==> config.mk <==
export PLATFORM = sky130hd
export DESIGN_NAME = traffic_conflict_monitor
export DESIGN_NICKNAME = d
export VERILOG_FILES = /design/src/rtl/traffic_pkg.sv /design/src/rtl/traffic_approach_checker.sv /design/src/rtl/traffic_conflict_monitor.sv
export SDC_FILE = /design/constraint.sdc
export NUM_CORES = 1
export LEC_CHECK = 0
export ABC_AREA = 1
export ABC_CLOCK_PERIOD_IN_PS = 4540
export CORE_UTILIZATION = 49
export CTS_CLUSTER_SIZE = 10
export DETAILED_ROUTE_END_ITERATION = 10
export PLACE_DENSITY = 0.69
export SLEW_MARGIN = 15
export SYNTH_ARGS = -nofsm -noshare
export SYNTH_HDL_FRONTEND = slang
export SYNTH_HIERARCHICAL = 1
export SYNTH_SLANG_ARGS = --single-unit
==> constraint.sdc <==
create_clock -name clk -period 4.54 [get_ports clk]
set_input_delay 0.908 -clock clk [delete_from_list [all_inputs] [get_ports clk]]
set_output_delay 0.908 -clock clk [all_outputs]
set_load 0.02 [all_outputs]
==> src/rtl/traffic_pkg.sv <==
// Shared definitions for the traffic light safety monitor: light codes,
// fault cause codes, monitor states and code-legality helpers.
package traffic_pkg;

  localparam logic [2:0] LT_RED = 3'b100;
  localparam logic [2:0] LT_YEL = 3'b010;
  localparam logic [2:0] LT_GRN = 3'b001;
  localparam logic [2:0] LT_OFF = 3'b000;

  localparam logic [2:0] FLT_NONE     = 3'd0;
  localparam logic [2:0] FLT_ENC      = 3'd1;
  localparam logic [2:0] FLT_CONFLICT = 3'd2;
  localparam logic [2:0] FLT_SEQ      = 3'd3;
  localparam logic [2:0] FLT_SHORT    = 3'd4;
  localparam logic [2:0] FLT_STUCK    = 3'd5;

  typedef enum logic [1:0] {
    STARTUP = 2'd0,
    MON     = 2'd1,
    FAULT   = 2'd2
  } mon_state_t;

  function automatic logic code_valid(input logic [2:0] c);
    return (c == LT_RED) || (c == LT_YEL) || (c == LT_GRN);
  endfunction

  // Hold or one forward step around the R->G->Y->R ring.
  function automatic logic step_legal(input logic [2:0] p, input logic [2:0] c);
    return (p == c) ||
           ((p == LT_RED) && (c == LT_GRN)) ||
           ((p == LT_GRN) && (c == LT_YEL)) ||
           ((p == LT_YEL) && (c == LT_RED));
  endfunction

endpackage

==> src/rtl/traffic_approach_checker.sv <==
// Per-approach checker: tracks previous code, colour dwell and whether the
// current phase was entered under monitoring; flags local violations.
module traffic_approach_checker
  import traffic_pkg::*;
#(
  parameter int MIN_GREEN  = 8,
  parameter int MIN_YELLOW = 4,
  parameter int MAX_STUCK  = 16,
  parameter int CNT_W      = 5
) (
  input  logic       clk,
  input  logic       rst,
  input  logic       track,
  input  logic       clr_entered,
  input  logic       mon_en,
  input  logic [2:0] light,
  output logic       enc_err,
  output logic       seq_err,
  output logic       short_err,
  output logic       not_red,
  output logic       changed
);

  localparam logic [CNT_W-1:0] MIN_G_C = CNT_W'(MIN_GREEN);
  localparam logic [CNT_W-1:0] MIN_Y_C = CNT_W'(MIN_YELLOW);
  localparam logic [CNT_W-1:0] MAX_C   = CNT_W'(MAX_STUCK);

  logic [2:0]       prev_q, prev_d;
  logic [CNT_W-1:0] dwell_q, dwell_d;
  logic             entered_q, entered_d;

  assign changed   = (light != prev_q);
  assign enc_err   = !code_valid(light);
  assign not_red   = (light != LT_RED);
  assign seq_err   = code_valid(light) && code_valid(prev_q) && !step_legal(prev_q, light);
  // Dwell is only trusted when the phase start was seen while monitoring.
  assign short_err = entered_q && changed &&
                     (((prev_q == LT_GRN) && (dwell_q < MIN_G_C)) ||
                      ((prev_q == LT_YEL) && (dwell_q < MIN_Y_C)));

  always_comb begin
    prev_d    = prev_q;
    dwell_d   = dwell_q;
    entered_d = entered_q;
    if (track) begin
      prev_d = light;
      if (changed) begin
        dwell_d = CNT_W'(1);
      end else if (dwell_q != MAX_C) begin
        dwell_d = dwell_q + 1'b1;
      end
    end
    if (clr_entered) begin
      entered_d = 1'b0;
    end else if (mon_en) begin
      if (((prev_q == LT_RED) && (light == LT_GRN)) ||
          ((prev_q == LT_GRN) && (light == LT_YEL))) begin
        entered_d = 1'b1;
      end else if ((prev_q == LT_YEL) && (light == LT_RED)) begin
        entered_d = 1'b0;
      end
    end
  end

  always_ff @(posedge clk) begin
    if (rst) begin
      prev_q    <= LT_RED;
      dwell_q   <= '0;
      entered_q <= 1'b0;
    end else begin
      prev_q    <= prev_d;
      dwell_q   <= dwell_d;
      entered_q <= entered_d;
    end
  end

endmodule

==> src/rtl/traffic_conflict_monitor.sv <==
// Safety monitor behind the four-way light controller: validates the light
// codes every cycle, drives the lamps and falls back to flashing red on fault.
module traffic_conflict_monitor
  import traffic_pkg::*;
#(
  parameter int MIN_GREEN   = 8,
  parameter int MIN_YELLOW  = 4,
  parameter int MAX_STUCK   = 16,
  parameter int FLASH_HALF  = 4,
  parameter int STARTUP_CYC = 2
) (
  input  logic       clk,
  input  logic       rst,
  input  logic [2:0] n_light,
  input  logic [2:0] s_light,
  input  logic [2:0] e_light,
  input  logic [2:0] w_light,
  input  logic       clear_fault,
  output logic [2:0] n_lamp,
  output logic [2:0] s_lamp,
  output logic [2:0] e_lamp,
  output logic [2:0] w_lamp,
  output logic       fault,
  output logic [2:0] fault_code,
  output logic       mon_active
);

  localparam int CNT_W = $clog2(MAX_STUCK + 1);
  localparam int FL_W  = (FLASH_HALF > 1) ? $clog2(FLASH_HALF) : 1;
  localparam int ST_W  = (STARTUP_CYC > 1) ? $clog2(STARTUP_CYC) : 1;

  localparam logic [CNT_W-1:0] STUCK_LIM = CNT_W'(MAX_STUCK);
  localparam logic [FL_W-1:0]  FL_LAST   = FL_W'(FLASH_HALF - 1);
  localparam logic [ST_W-1:0]  ST_LAST   = ST_W'(STARTUP_CYC - 1);

  logic [3:0][2:0] light_in;
  logic [3:0]      enc_v, seq_v, short_v, not_red_v, changed_v;
  logic            track, clr_entered, mon_en;

  mon_state_t       state_q, state_d;
  logic [ST_W-1:0]  st_cnt_q, st_cnt_d;
  logic [CNT_W-1:0] stuck_q, stuck_d, stuck_inc;
  logic [FL_W-1:0]  flash_q, flash_d;
  logic             flash_off_q, flash_off_d;
  logic [3:0][2:0]  lamp_q, lamp_d;
  logic             fault_q, fault_d;
  logic [2:0]       code_q, code_d, detect_code;
  logic             mon_q, mon_d;
  logic             conflict, stuck_hit;

  assign light_in    = {w_light, e_light, s_light, n_light};
  assign track       = (state_q != FAULT);
  assign clr_entered = (state_q == STARTUP);
  assign mon_en      = (state_q == MON);

  for (genvar gi = 0; gi < 4; gi++) begin : g_appr
    traffic_approach_checker #(
      .MIN_GREEN  (MIN_GREEN),
      .MIN_YELLOW (MIN_YELLOW),
      .MAX_STUCK  (MAX_STUCK),
      .CNT_W      (CNT_W)
    ) u_chk (
      .clk         (clk),
      .rst         (rst),
      .track       (track),
      .clr_entered (clr_entered),
      .mon_en      (mon_en),
      .light       (light_in[gi]),
      .enc_err     (enc_v[gi]),
      .seq_err     (seq_v[gi]),
      .short_err   (short_v[gi]),
      .not_red     (not_red_v[gi]),
      .changed     (changed_v[gi])
    );
  end

  // More than one bit set: clearing the lowest set bit leaves something.
  assign conflict  = ((not_red_v & (not_red_v - 4'd1)) != 4'd0);
  assign stuck_inc = (|changed_v) ? '0 : stuck_q + 1'b1;
  assign stuck_hit = (stuck_inc == STUCK_LIM);

  always_comb begin
    if (|enc_v)           detect_code = FLT_ENC;
    else if (conflict)    detect_code = FLT_CONFLICT;
    else if (|seq_v)      detect_code = FLT_SEQ;
    else if (|short_v)    detect_code = FLT_SHORT;
    else if (stuck_hit)   detect_code = FLT_STUCK;
    else                  detect_code = FLT_NONE;
  end

  always_comb begin
    state_d     = state_q;
    st_cnt_d    = st_cnt_q;
    stuck_d     = stuck_q;
    flash_d     = flash_q;
    flash_off_d = flash_off_q;
    lamp_d      = lamp_q;
    fault_d     = fault_q;
    code_d      = code_q;
    case (state_q)
      STARTUP: begin
        lamp_d  = {4{LT_RED}};
        stuck_d = '0;
        if (st_cnt_q == ST_LAST) begin
          state_d  = MON;
          st_cnt_d = '0;
        end else begin
          st_cnt_d = st_cnt_q + 1'b1;
        end
      end
      MON: begin
        if (detect_code != FLT_NONE) begin
          // The offending sample never reaches the lamps.
          state_d     = FAULT;
          fault_d     = 1'b1;
          code_d      = detect_code;
          lamp_d      = {4{LT_RED}};
          flash_d     = '0;
          flash_off_d = 1'b0;
        end else begin
          lamp_d  = light_in;
          stuck_d = stuck_inc;
        end
      end
      FAULT: begin
        if (clear_fault) begin
          state_d  = STARTUP;
          st_cnt_d = '0;
          fault_d  = 1'b0;
          code_d   = FLT_NONE;
          lamp_d   = {4{LT_RED}};
        end else if (flash_q == FL_LAST) begin
          flash_d     = '0;
          flash_off_d = !flash_off_q;
          lamp_d      = flash_off_q ? {4{LT_RED}} : {4{LT_OFF}};
        end else begin
          flash_d = flash_q + 1'b1;
        end
      end
      default: state_d = STARTUP;
    endcase
    mon_d = (state_d == MON);
  end

  always_ff @(posedge clk) begin
    if (rst) begin
      state_q     <= STARTUP;
      st_cnt_q    <= '0;
      stuck_q     <= '0;
      flash_q     <= '0;
      flash_off_q <= 1'b0;
      lamp_q      <= {4{LT_RED}};
      fault_q     <= 1'b0;
      code_q      <= FLT_NONE;
      mon_q       <= 1'b0;
    end else begin
      state_q     <= state_d;
      st_cnt_q    <= st_cnt_d;
      stuck_q     <= stuck_d;
      flash_q     <= flash_d;
      flash_off_q <= flash_off_d;
      lamp_q      <= lamp_d;
      fault_q     <= fault_d;
      code_q      <= code_d;
      mon_q       <= mon_d;
    end
  end

  assign n_lamp     = lamp_q[0];
  assign s_lamp     = lamp_q[1];
  assign e_lamp     = lamp_q[2];
  assign w_lamp     = lamp_q[3];
  assign fault      = fault_q;
  assign fault_code = code_q;
  assign mon_active = mon_q;

endmodule

==> Word-level counts from Yosys, hierarchy flattened <==
Cells that the tools add are included.
{ "totals": {"inputBits": 15, "wordCells": 257, "ff_bits": 64} }
{ "classes": {"addsub": 8, "n_reduce_logical": 115, "magnitude_cmp": 8, "n_mux": 49, "bitwise": 1, "eq_ne": 52} }
{ "ops": {"columns": ["op", "count"], "rows": [
  ["5-bit two-way mux", 10],
  ["12-bit two-way mux", 4],
  ["1-bit logical AND", 36],
  ["1-bit logical OR", 36],
  ["12-bit case mux with 3 select lines", 1],
  ["5-bit by 1-bit adder with 5-bit output (second input constant)", 5],
  ["3-bit by 1-bit equality test with 1-bit output (second input constant)", 8],
  ["3-bit by 2-bit equality test with 1-bit output (second input constant)", 8],
  ["3-bit equality test (second input constant)", 8],
  ["2-bit AND reduction", 11],
  ["2-bit nonzero test", 11],
  ["3-bit two-way mux", 7],
  ["5-bit by 3-bit less-than comparator with 1-bit output (second input constant)", 4],
  ["5-bit by 4-bit less-than comparator with 1-bit output (second input constant)", 4],
  ["5-bit inequality test (second input constant)", 4],
  ["4-bit OR reduction", 4],
  ["3-bit inequality test (second input constant)", 5],
  ["1-bit two-way mux", 14],
  ["3-bit equality test", 4],
  ["2-bit two-way mux", 6],
  ["2-bit inequality test (second input constant)", 6],
  ["3-bit inequality test", 4],
  ["5-bit case mux with 2 select lines", 1],
  ["1-bit zero test", 9],
  ["other kinds (17)", 23]
]} }

==> Depth between registers and ports, before layout <==
{ "depth": {"depth_word": 15, "depth_mapped": 20} }

==> Cells and area by module <==
Netlist, hierarchy kept.
{ "modules_own_cells": {"columns": ["module", "area_each_um2", "instances", "cells_per_inst"], "rows": [
  ["traffic_approach_checker", 680.7, 4, 109],
  ["traffic_conflict_monitor", 1498.9, 1, 209]
]} }

==> Worst setup path before layout <==
Ideal clock, no wire load.
{ "synth_timing": {"path_type": "in2reg", "start": "in s_light[0]", "end": "reg flash_q[0]", "arrival_time_ns": 2.648, "stages": 17, "setup_ns": 0.109, "path_slack_ns": 1.783, "required_ns": 4.431, "cell_sequence": "inv_1 nand2_1 nand2_1 nand2_1 nor2_2 inv_1 nand2_1 nor2_1 nor4_1 nand2_1 nor2_4 nand4_4 buf_6 nand3_1 nand2_1 inv_2 nor2_1"} }
{ "synth_via": {"word_cells_on_any_way": 37} }
{ "synth_rtl": {"columns": ["element", "line", "text"], "rows": [
  ["from (decl)", "traffic_conflict_monitor.sv:15", "input logic [2:0] s_light,"],
  ["3-bit inequality test *", "traffic_approach_checker.sv:32", "assign changed = (light != prev_q);"],
  ["via changed_v[1]", "traffic_conflict_monitor.sv:37", "logic [3:0] enc_v, seq_v, short_v, not_red_v, changed_v;"],
  ["4-bit OR reduction", "traffic_conflict_monitor.sv:79", "assign stuck_inc = (|changed_v) ? '0 : stuck_q + 1'b1;"],
  ["5-bit two-way mux", "traffic_conflict_monitor.sv:79", null],
  ["5-bit equality test", "traffic_conflict_monitor.sv:80", "assign stuck_hit = (stuck_inc == STUCK_LIM);"],
  ["3-bit two-way mux", "traffic_conflict_monitor.sv:87", "else if (stuck_hit) detect_code = FLT_STUCK;"],
  ["3-bit two-way mux *", "traffic_conflict_monitor.sv:86", "else if (|short_v) detect_code = FLT_SHORT;"],
  ["3-bit two-way mux *", "traffic_conflict_monitor.sv:85", "else if (|seq_v) detect_code = FLT_SEQ;"],
  ["3-bit two-way mux *", "traffic_conflict_monitor.sv:84", "else if (conflict) detect_code = FLT_CONFLICT;"],
  ["3-bit two-way mux *", "traffic_conflict_monitor.sv:83", "if (|enc_v) detect_code = FLT_ENC;"],
  ["3-bit nonzero test *", "traffic_conflict_monitor.sv:112", "if (detect_code != FLT_NONE) begin"],
  ["2-bit inequality test (no source line) *", null, null],
  ["3-bit AND reduction (no source line) *", null, null],
  ["to (signal assigned)", "traffic_conflict_monitor.sv:160", "flash_q <= flash_d;"],
  ["to (decl)", "traffic_conflict_monitor.sv:43", "logic [FL_W-1:0] flash_q, flash_d;"]
]} }
Mark *: on every way through the listed nets, which the timed path passes. The rest lies on a longest branch.
A chain may end at the register's enable or synchronous reset.

==> Final worst setup path <==
{ "layout_timing": {"start": "in s_light[0]", "end": "reg lamp_q (netlist bit s_lamp[1])"} }
{ "layout_via": {"word_cells_on_any_way": 37} }
{ "layout_rtl": {"columns": ["element", "line", "text"], "rows": [
  ["3-bit inequality test *", "traffic_approach_checker.sv:32", null],
  ["via changed_v[1]", "traffic_conflict_monitor.sv:37", null],
  ["4-bit OR reduction", "traffic_conflict_monitor.sv:79", null],
  ["5-bit two-way mux", "traffic_conflict_monitor.sv:79", null],
  ["5-bit equality test", "traffic_conflict_monitor.sv:80", null],
  ["3-bit two-way mux", "traffic_conflict_monitor.sv:87", null],
  ["3-bit two-way mux *", "traffic_conflict_monitor.sv:86", null],
  ["3-bit two-way mux *", "traffic_conflict_monitor.sv:85", null],
  ["3-bit two-way mux *", "traffic_conflict_monitor.sv:84", null],
  ["3-bit two-way mux *", "traffic_conflict_monitor.sv:83", null],
  ["3-bit nonzero test *", "traffic_conflict_monitor.sv:112", null],
  ["12-bit two-way mux *", "traffic_conflict_monitor.sv:112", null],
  ["12-bit case mux with 3 select lines *", "traffic_conflict_monitor.sv:100", "case (state_q)"],
  ["to (signal assigned)", "traffic_conflict_monitor.sv:152", "lamp_q <= {4{LT_RED}};"],
  ["to (signal assigned)", "traffic_conflict_monitor.sv:162", "lamp_q <= lamp_d;"],
  ["to (decl)", "traffic_conflict_monitor.sv:45", "logic [3:0][2:0] lamp_q, lamp_d;"]
]} }
Marks and branches as above.

==> key figures <==
Outcome
  – Outcome: finished, final reports clean

Routing
  – Drt drc: 0
  – Starting DRT DRC Count: 198
  – Drt pass-1 iters: 5
  – Via count: 4176
  – Vias per cell: 5.306
  – ANT nets after route: 0
  – Wire per inst: about 13 um
  – WL final: between 10000 and 15000 um

Yosys
  – Post-synth net total: a little under 700
  – Share of flip-flops with an asynchronous set or reset: 0
  – Mapped Cells: 645
  – Synthesized area per cell: ~6.5 sq um
  – Cell area after synthesis: about 4200 sq um
  – Ys Warns: 6
  – Dominant cells by area after synthesis: dfxtp_1, nand2_1, nand3_1
  – Synth Flop Type: dfxtp_1
  – Synth area leader: dfxtp_1
  – Area fraction of the dominant cell type after synthesis: 0.3035
  – Post-synth cell types: 37
  – Sequential share of the synthesized area: 0.3035
  – EDFF count, synth: 0
  – FF+latch count, synth: 64

Setup path
  – R2R Path Start: g_appr[3].u_chk/prev_q[0]
  – Setup crit start kind: primary input
  – Crit Path Max Fanout: 13
  – Crit end category: register
  – CP arrival: between 3 and 4 ns
  – Crit. Startpoint: s_light[0]
  – CP Class: in -> reg
  – Worst EP required: between 4 and 5 ns

Clock network
  – Clk slew on worst S/H paths: 0.08 ns
  – Clock sink total: between 60 and 70
  – Worst-Skew Late Latency: approximately 0.35 ns
  – TritonCTS clock tree: yes
  – Buffer count from post-CTS setup fixing: 0
  – CTS-repair resized insts: 0
  – CTS Hold Bufs: 0
  – H-tree Lvls: 3
  – CTS max path bufs: 2
  – Number of buffers created by CTS: 9
  – Root Buffer: clkbuf_8

Timing
  – Period utilization: 0.7677
  – Number of setup violations in the final report: 0
  – Final Max Tran Viols: 0
  – Setup TNS: 0 ns
  – Tmin final: ~3.5 ns
  – Unrepaired setup endpoints after global routing: no
  – Hold Vio Cnt, Final: 0
  – Max_slew headroom: 0.4837
  – Max Clk Rate: between 0.2 and 0.3 GHz
  – Clock Skew: between 0.008 and 0.009 ns
  – Slew @ Worst Pin: roughly 0.77 ns

Finish
  – Most common cell after layout, fill and taps aside: nand2_1
  – Number of fillers in the final layout: ~840
  – Layout cells sized above 1: 0.1246
  – Storage cell area: around 1300 sq um
  – Commonest cells after routing, fill and taps aside: nand2_1, nand3_1, inv_1, dfxtp_1, nor2_1
  – Final #Nets: approximately 710
  – Area Growth Syn to Fin: 13.81%
  – Diodes inserted: 0
  – Multi-input logic area: about 2500 sq um

GRT
  – GRT Total Usage: 0.2402
  – Global-route wire length before repair: approximately 17000 um
  – Number of global-route vias before repair: ~3700
  – Largest net degree at the start of global routing: 30
  – Grt total ovfl: 0
  – Antenna violations before repair: 0

Pwr
  – Peak supply drop: about 480 uV
  – LEAKAGE: 2.190 nW
  – Total Power: around 2.3 mW
  – Pwr Density: 469.0 nW/um^2

Placed design
  – IO Port Bufs: 31
  – Detailed Place HPWL: 7381 um
  – RD Place Congestion: about 0.87

Floorplan
  – Rows: 33
  – IO Count: 32
  – Die width: 94.82 um
  – Core Region: slightly above 8000 sq um
  – Initial Util: 0.5112
  – Die height: 94.82 um
  – Die area: 8991 sq um

Hold path
  – Critical hold path startpoint: w_lamp[1]
  – Worst hold path class: reg -> reg

Run
  – MaxCap Viol Count: 0
## cells in the mapped netlist (2+ instances only)
| library cell | instances |
|---|---|
| clkbuf_1 | 4 |
| nand4_1 | 26 |
| nand2_2 | 10 |
| o21bai_1 | 2 |
| a21oi_1 | 45 |
| nand2_4 | 4 |
| inv_2 | 15 |
| buf_6 | 6 |
| inv_1 | 76 |
| nand3_1 | 86 |
| dfxtp_1 | 64 |
| nor2_1 | 57 |
| ha_1 | 14 |
| or2_1 | 5 |
| buf_2 | 4 |
| o21ai_1 | 5 |
| xnor2_1 | 4 |
| o211ai_1 | 2 |
| o21ai_0 | 25 |
| nand3_2 | 5 |
| nand2_1 | 140 |
| or2_2 | 8 |
| a21oi_2 | 4 |
| xor2_1 | 9 |
| nor4_2 | 2 |
| nor2_2 | 12 |
## worst max-delay path: stages
cell	delay, ns
clkdlybuf4s50_1	0.50
inv_1	0.19
nand2_1	0.07
nand2_1	0.05
nand2_1	0.06
nor2_2	0.22
inv_1	0.10
nand2_1	0.07
nor2_1	0.05
nor4_1	0.44
nand2_1	0.18
nor2_4	0.17
nand4_4	0.21
clkinv_2	0.25
nand3_1	0.13
a21oi_1	0.16
## power by group
| group | internal (mW) | switching [mW] |
|---|---|---|
| combinational | 0.330 | 0.633 |
| sequential | 0.655 | 0.0836 |
| clock | 0.310 | 0.242 |
## final timing paths
check	end	slack (ns)	cells past startpoint
setup / recovery	s_lamp[1]	1.05	16
hold / removal	w_lamp[1]	0.47	2
setup reg to reg	s_lamp[1]	1.83	15
hold reg to reg	w_lamp[1]	0.47	2
## metrics by stage
| stage | hold slack, ns | util | instances | setup slack, ns | instance area, sq um |
|---|---|---|---|---|---|
| after floorplan | 0.4494 | - | 645 | 1.783 | 4222 |
| after global placement | 0.4508 | 0.5553 | 771 | 0.7168 | 4586 |
| after detailed placement | 0.4545 | 0.5553 | 771 | 0.7038 | 4586 |
| after CTS | 0.4741 | 0.5818 | 787 | 1.080 | 4805 |
| after global routing | 0.4878 | 0.5818 | 787 | 0.7698 | 4805 |
| final | 0.4678 | 0.5818 | 787 | 1.055 | 4805 |
## per-layer routing
layer  wire length (um)  up-vias  GRT usage
met3                375       11    0.05153
met5                  0        -          0
met4                162        0    0.08965
met2               4575       71     0.3831
met1               4992     1924     0.3165
li1                   -     2170          -
## sequential cells by signal, summed over array words and instances, names as in the netlist
register and cells:
flash_off_q 1, mon_active 1, n_lamp 3, flash_q 2, g_appr.u_chk/dwell_q 20, fault_code 3
state_q 2, g_appr.u_chk/prev_q 12, fault 1, st_cnt_q 1, g_appr.u_chk/entered_q 4, s_lamp 3
w_lamp 3, stuck_q 5, e_lamp 3
## kinds of logic (layout without fill, tap and decap cells)
kind of cell | count (synthesis) | in the layout | share of synthesized area
adder cells (fa/ha/maj) | 14 | 14 | 0.04149
flip-flops | 64 | 64 | 0.3035
buffers and inverters | 107 | 144 | 0.1073
XOR/XNOR | 13 | 13 | 0.02697
AO/OA/AOI/OAI | 87 | 87 | 0.1123
AND/OR/NAND/NOR | 360 | 360 | 0.4084
## cell type report
type / instances / share of cell area
flip-flops and latches: 64 / 0.2667
repair buffers: 35 / 0.06979
clock buffers: 9 / 0.02578
well taps: 105 / 0.02734
inverters: 93 / 0.07292
multi-input cells: 474 / 0.5177
clock inverters: 7 / 0.01979
No activity file was read; power rests on OpenSTA's default activity.
==> variant 1: new RTL, same flow settings <==
`MAX_STUCK` is set to 16 in 2 places; all go to 8.
--- a/src/rtl/traffic_approach_checker.sv
+++ b/src/rtl/traffic_approach_checker.sv
@@ -7,3 +7,3 @@
   parameter int MIN_YELLOW = 4,
-  parameter int MAX_STUCK  = 16,
+  parameter int MAX_STUCK  = 8,
   parameter int CNT_W      = 5
--- a/src/rtl/traffic_conflict_monitor.sv
+++ b/src/rtl/traffic_conflict_monitor.sv
@@ -7,3 +7,3 @@
   parameter int MIN_YELLOW  = 4,
-  parameter int MAX_STUCK   = 16,
+  parameter int MAX_STUCK   = 8,
   parameter int FLASH_HALF  = 4,
Check against the original RTL: same outputs for any inputs over 10 cycles, from zero or initial values and one cycle with rst high; that may be too few to reach the edited logic, so the function may still have changed.
==> variant 1 against the original RTL <==
Maximum frequency grew 4.5%. Total power shrank 9.2%. Routed wire length shrank 11%. Die area shrank 9.6%. Via count shrank 13%. Cell area shrank 8.9%. Sequential cell count shrank 5. Sequential share of layout area grew 0.32 points. Setup slack gained 150 ps. Global-route usage shrank 0.84 points. Clock power shrank 21%. Area after synthesis shrank 9.8%. Worst hold slack lost 1.8 ps. Critical endpoint is now w_lamp[0]$_SDFFE_PP0P_. Largest power group unchanged. Highest routed layer unchanged.
==> variant 1: results (changes against the original RTL) <==
Drt
  • Routed length on met1: 4.46 mm (-11%)
  • WL met2: 4.13 mm (-9.7%)
  • WL met3: 305 um (-19%)

Final layout
  • Top flop regs: g_appr.u_chk/dwell_q: 16 flops, g_appr.u_chk/prev_q: 12 flops
  • Non-clock inverter count: 84 (-9.7%)
  • Filler cell count in the final layout: 717 (-15%)
  • Non-clock buffer share: 7.60% (+0.63 points)
  • Plain + repair buffers: 34 (-2.9%)
  • Flip-flop and latch area: 1180 sq um (-7.8%)
  • Multi-input gate area: 2240 sq um (-10%)
  • Share of layout cells above drive strength 1: 14.4% (+2.0 points)
  • Clock network share of area: 4.06% (-0.50 points)
  • Multi-input comb cells: 403 (-15%)

GRT
  • Largest net degree at the start of global routing: 50 (+67%)
  • Grt met2 use: 37.1% (-1.2 points)
  • Gr usage total: 23.2% (-0.84 points)
  • Met1 usage: 30.8% (-0.80 points)
  • First-pass GRT wire length: 15.4 mm (-8.6%)
  • M3 GR Usage: 5.33% (+0.18 points)

Critical path
  • Worst setup path startpoint: w_light[2]
  • R2r setup slk: 1530 ps (-300 ps)
  • Delay of the slowest critical-path stage: 670 ps (+170 ps)
  • Crit path arrival time: 3610 ps (-150 ps)
  • Reg2reg end: w_lamp[0]$_SDFFE_PP0P_
  • R2R cell count: 8 (-7)
  • Worst R2R Start: state_q[0]$_SDFF_PP0_

Synth
  • Syn Nets: 585 (-13%)
  • Ranking of synthesized cells by area: dfxtp_1 31%, nand2_1 10%, nand3_1 9.2%
  • Post-synthesis adder-cell area fraction: 4.60% (+0.45 points)
  • Synth top cells by count: 103 x nand2_1, 70 x nand3_1, 64 x inv_1, 59 x dfxtp_1, 49 x nor2_1
  • Register area share after synthesis: 31.0% (+0.65 points)
  • Xor/xnor share of the synthesized area: 2.99% (+0.29 points)

Placed design
  • Final HPWL DP: 6.67 mm (-9.6%)

Hold path
  • WHS Endpoint: fault_code[2]$_SDFFE_PP0P_
  • Worst hold start: fault_code[2]$_SDFFE_PP0P_

Pwr
  • Peak supply drop: 0.337 mV (-30%)
  • Pleak: 1.85 nW (-15%)

Timing
  • Clock Skew: 7.04 ps (-1.58 ps)

Status
  • Run status: finished clean

Floorplanning
  • Initial Util: 51.7% (+0.58 points)
## variant 1: changes by cell type in the layout (fill, tap and decap cells not counted), sizes merged, moves of 4 or more
cell	unedited run	this run
clkinv	5	10
or2	14	9
dfxtp	64	59
nand4	27	23
nand2	154	122
nor2	70	55
nand3	91	76
inv	92	78
## variant 1: through the flow
step	cell area, sq um	utilization [%]	setup WS [ps]	total power [mW]	std cells
final	4380	59.4	1210	2.05	695
after floorplan	3810	-	1870	1.39	556
after CTS	4380	59.4	1240	2.06	695
after global routing	4380	59.4	1000	2.21	695
after detailed placement	4200	57.0	880	1.62	679
after global placement	4200	57.0	907	1.61	679
## variant 1: power breakdown
| group | total [mW] | switching (mW) | internal (mW) |
|---|---|---|---|
| Clock | 0.436 | 0.236 | 0.200 |
| Sequential | 0.689 | 0.0783 | 0.611 |
| Combinational | 0.922 | 0.607 | 0.315 |
==> variant 2: new RTL, config.mk and constraints unchanged <==
Made on the original files. Register the outputs `n_lamp`, `s_lamp`, `e_lamp` and `w_lamp`, without a reset; this adds one clock of latency there. The other outputs are not delayed to match.
--- a/src/rtl/traffic_conflict_monitor.sv
+++ b/src/rtl/traffic_conflict_monitor.sv
@@ -168,6 +168,8 @@
 
-  assign n_lamp     = lamp_q[0];
-  assign s_lamp     = lamp_q[1];
-  assign e_lamp     = lamp_q[2];
-  assign w_lamp     = lamp_q[3];
+  always_ff @(posedge clk) begin
+    n_lamp <= lamp_q[0];
+    s_lamp <= lamp_q[1];
+    e_lamp <= lamp_q[2];
+    w_lamp <= lamp_q[3];
+  end
   assign fault      = fault_q;
Formal check against the unedited RTL: not equivalent (Yosys sat finds a counterexample within 4 cycles, from zero or initial values and one cycle with rst high).
==> variant 2 against the original RTL <==
Setup slack got worse by 250 ps. Global-route usage fell by 1.7 points. Cell area rose by 7.4%. Clock skew rose by 9.7 ps. Area after synthesis rose by 9.5%. Sequential cell count rose by 12. Total power rose by 16%. Routed wire length rose by 2.8%. Critical path type unchanged. Critical endpoint is now lamp_q[6]$_SDFFE_PP0P_. Highest routed layer unchanged.
==> variant 2: results (changes against the original RTL) <==
Final layout
  • Filler cell count in the final layout: 884 (+5.1%)
  • Fin cells: 810 (+2.9%)
  • Final nets: 723 (+2.4%)
  • Multi-input gate area: 2620 sq um (+5.4%)
  • Top flop regs: g_appr.u_chk/dwell_q: 20 flops, g_appr.u_chk/prev_q: 12 flops, lamp_q: 12 flops
  • Share of layout cells above drive strength 1: 15.9% (+3.4 points)

Pwr
  • Peak supply drop: 0.242 mV (-50%)
  • PD cells: 506 nW/um^2 (+7.9%)
  • Clk pwr: 0.513 mW (-7.1%)
  • Combinational Power Share: 44.1% (+1.4 points)

Drt
  • 1st-iter DRT viols: 200 (+1.0%)
  • Final WL: 10.4 mm (+2.8%)

Synth
  • Synth top cells by count: 132 x nand2_1, 80 x nand3_1, 78 x inv_1, 76 x dfxtp_1, 55 x nor2_1
  • Ranking of synthesized cells by area: dfxtp_1 33%, nand2_1 11%, nand3_1 8.7%
  • Syn Nets: 694 (+3.0%)
  • Register area share after synthesis: 32.9% (+2.6 points)
  • Average cell area after synthesis: 6.95 sq um (+6.2%)
  • Distinct cells, synth: 41 (+11%)

Placed design
  • DP Worst Slack: 500 ps (-204 ps)
  • Placed Cells: 794 (+3.0%)
  • Final HPWL DP: 7.56 mm (+2.4%)
  • GPL Wtd Cong: 0.896 (+2.9%)

Timing
  • Clock Skew: 18.3 ps (+9.67 ps)
  • Setup WS post-layout: 804 ps (-250 ps)
  • WHS: 354 ps (-113 ps)

Hold path
  • WHS Endpoint: w_lamp[2]$_DFF_P_
  • Worst hold start: lamp_q[11]$_SDFFE_PP1P_
  • WHS Path Cells: 0 (-2)

Critical path
  • Worst R2R Start: g_appr[0].u_chk/prev_q[0]$_SDFFE_PP0P_
  • Max Fanout on Critical Path: 15 (+2)
  • Highest-delay cell along the critical path: nor4_1
  • Delay of the slowest critical-path stage: 580 ps (+80 ps)
  • Crit path arrival time: 4040 ps (+280 ps)

Status
  • Run status: finished clean

GRT
  • Largest net degree at the start of global routing: 32 (+6.7%)
  • First-pass GRT wire length: 17.7 mm (+4.9%)
## variant 2: kinds of logic (layout without fill, tap and decap cells)
family	Yosys count	after routing	share of synthesized area, %
simple gates	361	361	38.8
buf+inv	111	145	10.4
compound gates	91	91	11.8
flops	76	76	32.9
fa+ha+maj	14	14	3.79
xor+xnor	12	12	2.27
## variant 2: metal layers
metal | vias up | track usage (%) | wire length, um
li1 | 2228 | - | -
met1 | 1936 | 28.6 | 4910
met2 | 103 | 37.3 | 4860
met3 | 18 | 4.64 | 434
met4 | 0 | 7.69 | 182
met5 | - | 0 | 0
## variant 2: cell type report
class | instances | share of cell area (%)
timing repair buffer | 34 | 6.45
clock buffer | 9 | 2.40
clock inverter | 7 | 1.26
inverter | 95 | 6.93
tap | 111 | 2.69
multi-input combinational | 478 | 50.8
sequential | 76 | 29.5
